`src/rtl/clkdiv_pkg.sv`:
```
// clkdiv_multi shared constants and ratio helpers.
// Ratios are handled at MAX_W bits and cast to DIV_W at use.
package clkdiv_pkg;

    localparam int DIV_W_DEF       = 16;
    localparam int DEFAULT_DIV_DEF = 2;
    localparam int MAX_W           = 32;

    function automatic logic [MAX_W-1:0] hi_len(
        input logic [MAX_W-1:0] d
    );
        return d - (d >> 1);
    endfunction

    function automatic logic [MAX_W-1:0] div_sanitize(
        input logic [MAX_W-1:0] d
    );
        return (d == '0) ? MAX_W'(1) : d;
    endfunction

endpackage

```
`src/rtl/clkdiv_channel.sv`:
```
// One divider channel: period counter, active/pending ratio,
// registered divided clock and period-start tick.
module clkdiv_channel
    import clkdiv_pkg::*;
#(
    parameter int DIV_W       = DIV_W_DEF,
    parameter int DEFAULT_DIV = DEFAULT_DIV_DEF
) (
    input  logic             clk,
    input  logic             rst_n,
    input  logic             en,
    input  logic             sync,
    input  logic             wr,
    input  logic [DIV_W-1:0] wr_div,
    output logic             pend,
    output logic             clk_o,
    output logic             tick_o
);

    logic [DIV_W-1:0] cnt;
    logic [DIV_W-1:0] div_act;
    logic [DIV_W-1:0] div_pend;
    logic [DIV_W-1:0] div_nxt;
    logic [DIV_W-1:0] cnt_inc;
    logic [DIV_W-1:0] hi;
    logic             wrap;

    always_comb begin
        wrap    = (cnt == div_act - DIV_W'(1)) || sync;
        div_nxt = pend ? div_pend : div_act;
        cnt_inc = cnt + DIV_W'(1);
        hi      = DIV_W'(hi_len(MAX_W'(div_act)));
    end

    // A write is only accepted while pend is clear, so it never
    // collides with a pending ratio being applied on this edge.
    always_ff @(posedge clk) begin
        if (!rst_n) begin
            cnt      <= DIV_W'(DEFAULT_DIV - 1);
            div_act  <= DIV_W'(DEFAULT_DIV);
            div_pend <= DIV_W'(DEFAULT_DIV);
            pend     <= 1'b0;
            clk_o    <= 1'b0;
            tick_o   <= 1'b0;
        end else begin
            if (en) begin
                if (wrap) begin
                    cnt     <= '0;
                    div_act <= div_nxt;
                    pend    <= 1'b0;
                    clk_o   <= 1'b1;
                    tick_o  <= 1'b1;
                end else begin
                    cnt    <= cnt_inc;
                    clk_o  <= (cnt_inc < hi);
                    tick_o <= 1'b0;
                end
            end else begin
                cnt     <= div_nxt - DIV_W'(1);
                div_act <= div_nxt;
                pend    <= 1'b0;
                clk_o   <= 1'b0;
                tick_o  <= 1'b0;
            end
            if (wr) begin
                div_pend <= wr_div;
                pend     <= 1'b1;
            end
        end
    end

endmodule

```
`src/rtl/clkdiv_multi.sv`:
```
// Multi-channel programmable clock divider: cfg decode,
// ready mux and sync fan-out around NUM_CH channels.
module clkdiv_multi
    import clkdiv_pkg::*;
#(
    parameter  int NUM_CH      = 4,
    parameter  int DIV_W       = DIV_W_DEF,
    parameter  int DEFAULT_DIV = DEFAULT_DIV_DEF,
    localparam int CH_W        = (NUM_CH > 1) ? $clog2(NUM_CH) : 1
) (
    input  logic              clk,
    input  logic              rst_n,
    input  logic [NUM_CH-1:0] ch_en,
    input  logic              sync,
    input  logic              cfg_valid,
    output logic              cfg_ready,
    input  logic [CH_W-1:0]   cfg_ch,
    input  logic [DIV_W-1:0]  cfg_div,
    output logic [NUM_CH-1:0] clk_o,
    output logic [NUM_CH-1:0] tick_o
);

    logic [NUM_CH-1:0] pend;
    logic [NUM_CH-1:0] wr;
    logic [DIV_W-1:0]  wr_div;

    assign wr_div = DIV_W'(div_sanitize(MAX_W'(cfg_div)));

    // Out-of-range channels match nothing: ready stays high
    // and the write falls on the floor.
    always_comb begin
        cfg_ready = 1'b1;
        wr        = '0;
        for (int i = 0; i < NUM_CH; i++) begin
            if (cfg_ch == CH_W'(i)) begin
                cfg_ready = !pend[i];
                wr[i]     = cfg_valid && !pend[i];
            end
        end
    end

    for (genvar g = 0; g < NUM_CH; g++) begin : g_ch
        clkdiv_channel #(
            .DIV_W       (DIV_W),
            .DEFAULT_DIV (DEFAULT_DIV)
        ) u_ch (
            .clk    (clk),
            .rst_n  (rst_n),
            .en     (ch_en[g]),
            .sync   (sync),
            .wr     (wr[g]),
            .wr_div (wr_div),
            .pend   (pend[g]),
            .clk_o  (clk_o[g]),
            .tick_o (tick_o[g])
        );
    end

endmodule

```
`config.mk`:
```
export PLATFORM = sky130hd
export DESIGN_NAME = clkdiv_multi
export DESIGN_NICKNAME = d
export VERILOG_FILES = /design/src/rtl/clkdiv_pkg.sv /design/src/rtl/clkdiv_channel.sv /design/src/rtl/clkdiv_multi.sv
export SDC_FILE = /design/constraint.sdc
export NUM_CORES = 1
export LEC_CHECK = 0
export ABC_CLOCK_PERIOD_IN_PS = 4500
export BUFFER_PORTS_ARGS = -buffer_cell sky130_fd_sc_hd__buf_2
export CORE_UTILIZATION = 43
export CTS_CLUSTER_DIAMETER = 80
export DETAILED_ROUTE_END_ITERATION = 10
export REMOVE_ABC_BUFFERS = 1
export SLEW_MARGIN = 20
export SYNTH_ARGS = -nofsm -noshare
export SYNTH_HDL_FRONTEND = slang
export SYNTH_SLANG_ARGS = --single-unit
```
`constraint.sdc`:
```
create_clock -name clk -period 4.5 [get_ports clk]
set_input_delay 0.45 -clock clk [delete_from_list [all_inputs] [get_ports clk]]
set_output_delay 0.45 -clock clk [all_outputs]
set_load 0.03 [all_outputs]
```
==> impl_metrics.env <==
export IMPL_async_reset_ff_frac=0
export IMPL_p_per_area_nw_per_um2=307
export IMPL_fmaxAchievable_mhz=266
export IMPL_synth_main_ff_cell="dfxtp_1"
export IMPL_holdCritPathClass="input pin to register"
export IMPL_grt_pass1_vias=14100
export IMPL_cts_buffers=25
export IMPL_final_layout_size_suffix_gt1_frac=0.0623
export IMPL_ir_drop_mv=0.283
export IMPL_initial_core_util=0.438
export IMPL_clock_path_buffers=3
export IMPL_worstSetupPathType="register to register"
export IMPL_cp_common_cell="ha_1"
export IMPL_cts_root_buf="clkbuf_16"
export IMPL_yosysTopAreaCellShare=0.240
export IMPL_area_growth_pct=7.69
export IMPL_slew_headroom=0.284
export IMPL_synthTopCellsByArea="dfxtp_1 24%, ha_1 14%, xnor2_1 8.6%"
export IMPL_insertion_delay_ns=0.54
export IMPL_nets=2323
export IMPL_chipWidth_um=201
export IMPL_rows=72
export IMPL_synthCells=2117
export IMPL_drt_initial_drc_count=837
export IMPL_crit_path_start_kind="register"
export IMPL_ctsHoldBuffers=0
export IMPL_drcViolationCount=0
export IMPL_rsz0062_at_grt="no"
export IMPL_io_pins=35
export IMPL_place_congestion=0.904
export IMPL_antenna_cells=0
export IMPL_cap_violations=0
export IMPL_grt_pass1_wl_um=73800
export IMPL_setup_tns_ns=0
export IMPL_antenna_found_initial=0
export IMPL_syn_avg_cell_area_um2=8.04
export IMPL_synth_edff_count=0
export IMPL_port_buffers=34
export IMPL_worstPathMaxFanout=5
export IMPL_die_height_um=201
export IMPL_routedWlPerCell_um=17.0
export IMPL_num_vias=14700
export IMPL_hold_viol=0
export IMPL_cts_sinks=204
export IMPL_grt_overflow=0
export IMPL_ys_warn_count=0
export IMPL_setup_viol=0
export IMPL_routed_wl_um=44900
export IMPL_ant_nets=0
export IMPL_hold_depth=3
export IMPL_cp_arrival_ns=4.23
export IMPL_worstPathCellList="ha_1 -> inv_1 -> fa_1 -> nand2b_1 -> a221oi_1 -> o41ai_1 -> o211ai_1 -> a31oi_1 -> o21bai_1 -> xnor2_1 -> ha_1 -> a21o_1 -> or4_1 -> a21oi_1 -> a211o_1"
export IMPL_synth_most_common_cell="nand2_1"
export IMPL_synth_top_area_cell="dfxtp_1"
export IMPL_die_area_um2=40400
export IMPL_clk_pin_slew_ns=0.06
export IMPL_dp_hpwl_um=34600
export IMPL_htree_levels=1
export IMPL_first_pass_iters=5
export IMPL_reg2reg_depth=15
export IMPL_worst_slew_pin_slew_ns=1.07
export IMPL_status="complete, no violations"
export IMPL_finalPower_mw=5.62
export IMPL_cts_tree="built"
export IMPL_grt_usage=0.221
export IMPL_yosys_top_cells_count="273 x nand2_1, 204 x dfxtp_1, 192 x ha_1"
export IMPL_synth_distinct_cells=83
export IMPL_ff2ff_setup_slack_ns=0.74
export IMPL_fin_crit_sh=0.835
export IMPL_syn_cell_area_um2=17000
export IMPL_ys_ff_latch=204
export IMPL_skew_ns=0.0130
export IMPL_min_period_ns=3.76
export IMPL_critPathSlowestCell="o41ai_1"
export IMPL_final_max_slew_viol_count=0
export IMPL_post_cts_buffers=0
export IMPL_core_area_um2=38800
export IMPL_total_leakage_power_nw=7.14
export IMPL_vias_per_cell=5.56
export IMPL_grt_max_degree=92
export IMPL_cts_resized=0
export IMPL_ys_seq_area_frac=0.240
export IMPL_critPathMaxStageDelay_ns=0.51
export IMPL_cp_required_ns=4.98
export IMPL_crit_path_end_kind="register"
-- worst max-delay path, delay by kind of cell (launching register included) --
kind                       cells  cell delay (ns)
xor gates and xnor gates       1             0.17
and+or+nand+nor                2             0.51
DFF                            1             0.46
buffers and inverters          1             0.06
adders and majority gates      3             0.89
AOI/OAI and AO/OA              8             1.60
-- registers in the layout, summed over array words and instances (netlist names) --
register / flops
g_ch.u_ch.clk_o: 4
g_ch.u_ch.cnt: 64
g_ch.u_ch.div_act: 64
g_ch.u_ch.div_pend: 64
g_ch.u_ch.pend: 4
g_ch.u_ch.tick_o: 4
-- layer usage --
layer | track usage | wire, um
met1 | 0.305 | 21600
met2 | 0.363 | 20200
met3 | 0.0302 | 2090
met4 | 0.0534 | 1020
met5 | 0 | 0
-- cell type report --
type	instances	area (um^2)
Clock buffer	35	693
Clock inverter	9	86.3
Fill cell	3780	20500
Inverter	123	464
Multi-Input combinational cell	1697	12100
Sequential cell	204	4080
Tap cell	518	648
Timing Repair Buffer	50	293
-- logic make-up (layout without fill, tap and decap cells) --
| logic type | Yosys count | count (layout) | share of synthesized area |
|---|---|---|---|
| compound gates | 420 | 420 | 0.168 |
| xor+xnor | 256 | 256 | 0.134 |
| fa+ha+maj | 196 | 196 | 0.146 |
| buf+inv | 216 | 217 | 0.0535 |
| flops | 204 | 204 | 0.240 |
| mux | 85 | 85 | 0.0509 |
| simple gates | 740 | 740 | 0.208 |
-- final timing paths --
check / to / from
worst min register to register: g_ch[1].u_ch.div_pend[11] / g_ch[1].u_ch.div_pend[11]
worst min-delay path: g_ch[0].u_ch.div_pend[12] / cfg_div[12]
worst max-delay path: g_ch[0].u_ch.clk_o / g_ch[0].u_ch.div_act[1]
worst max register to register: g_ch[0].u_ch.clk_o / g_ch[0].u_ch.div_act[1]
-- per-stage QoR --
stage               area, um^2  hold slack [ns]   util  worst slack (ns)  cells
floorplan                16600            0.436      -             0.956   2024
global placement         17500            0.445  0.452             0.898   2592
detailed placement       17500            0.453  0.452             0.837   2592
CTS                      18300            0.226  0.472             0.822   2636
global route             18300            0.239  0.472             0.514   2636
finish                   18300            0.252  0.472             0.743   2636
-- placed cells by master (no fill, tap or decap), drive strengths merged, types with 19 or more instances in the layout --
cell type  Yosys  routed
nor3b         22      22
dfxtp        204     204
a211oi        19      19
nor2b         24      24
buf           28      50
a31oi         33      33
nand2        274     274
xnor2        167     167
nand4         27      27
o21ai         54      54
mux2i         82      82
inv          123     125
nor2         153     153
or3           19      19
a21oi        140     140
xor2          87      87
nand3         66      66
and3          22      22
nor3          58      58
ha           192     192
clkbuf        64      35
-- report_power, final --
| part | switching (mW) | internal, mW |
|---|---|---|
| registers | 0.0963 | 1.88 |
| logic | 0.981 | 0.711 |
| clock network | 0.815 | 1.13 |
| total | 1.89 | 3.72 |
No activity file was read; power rests on OpenSTA's default activity.
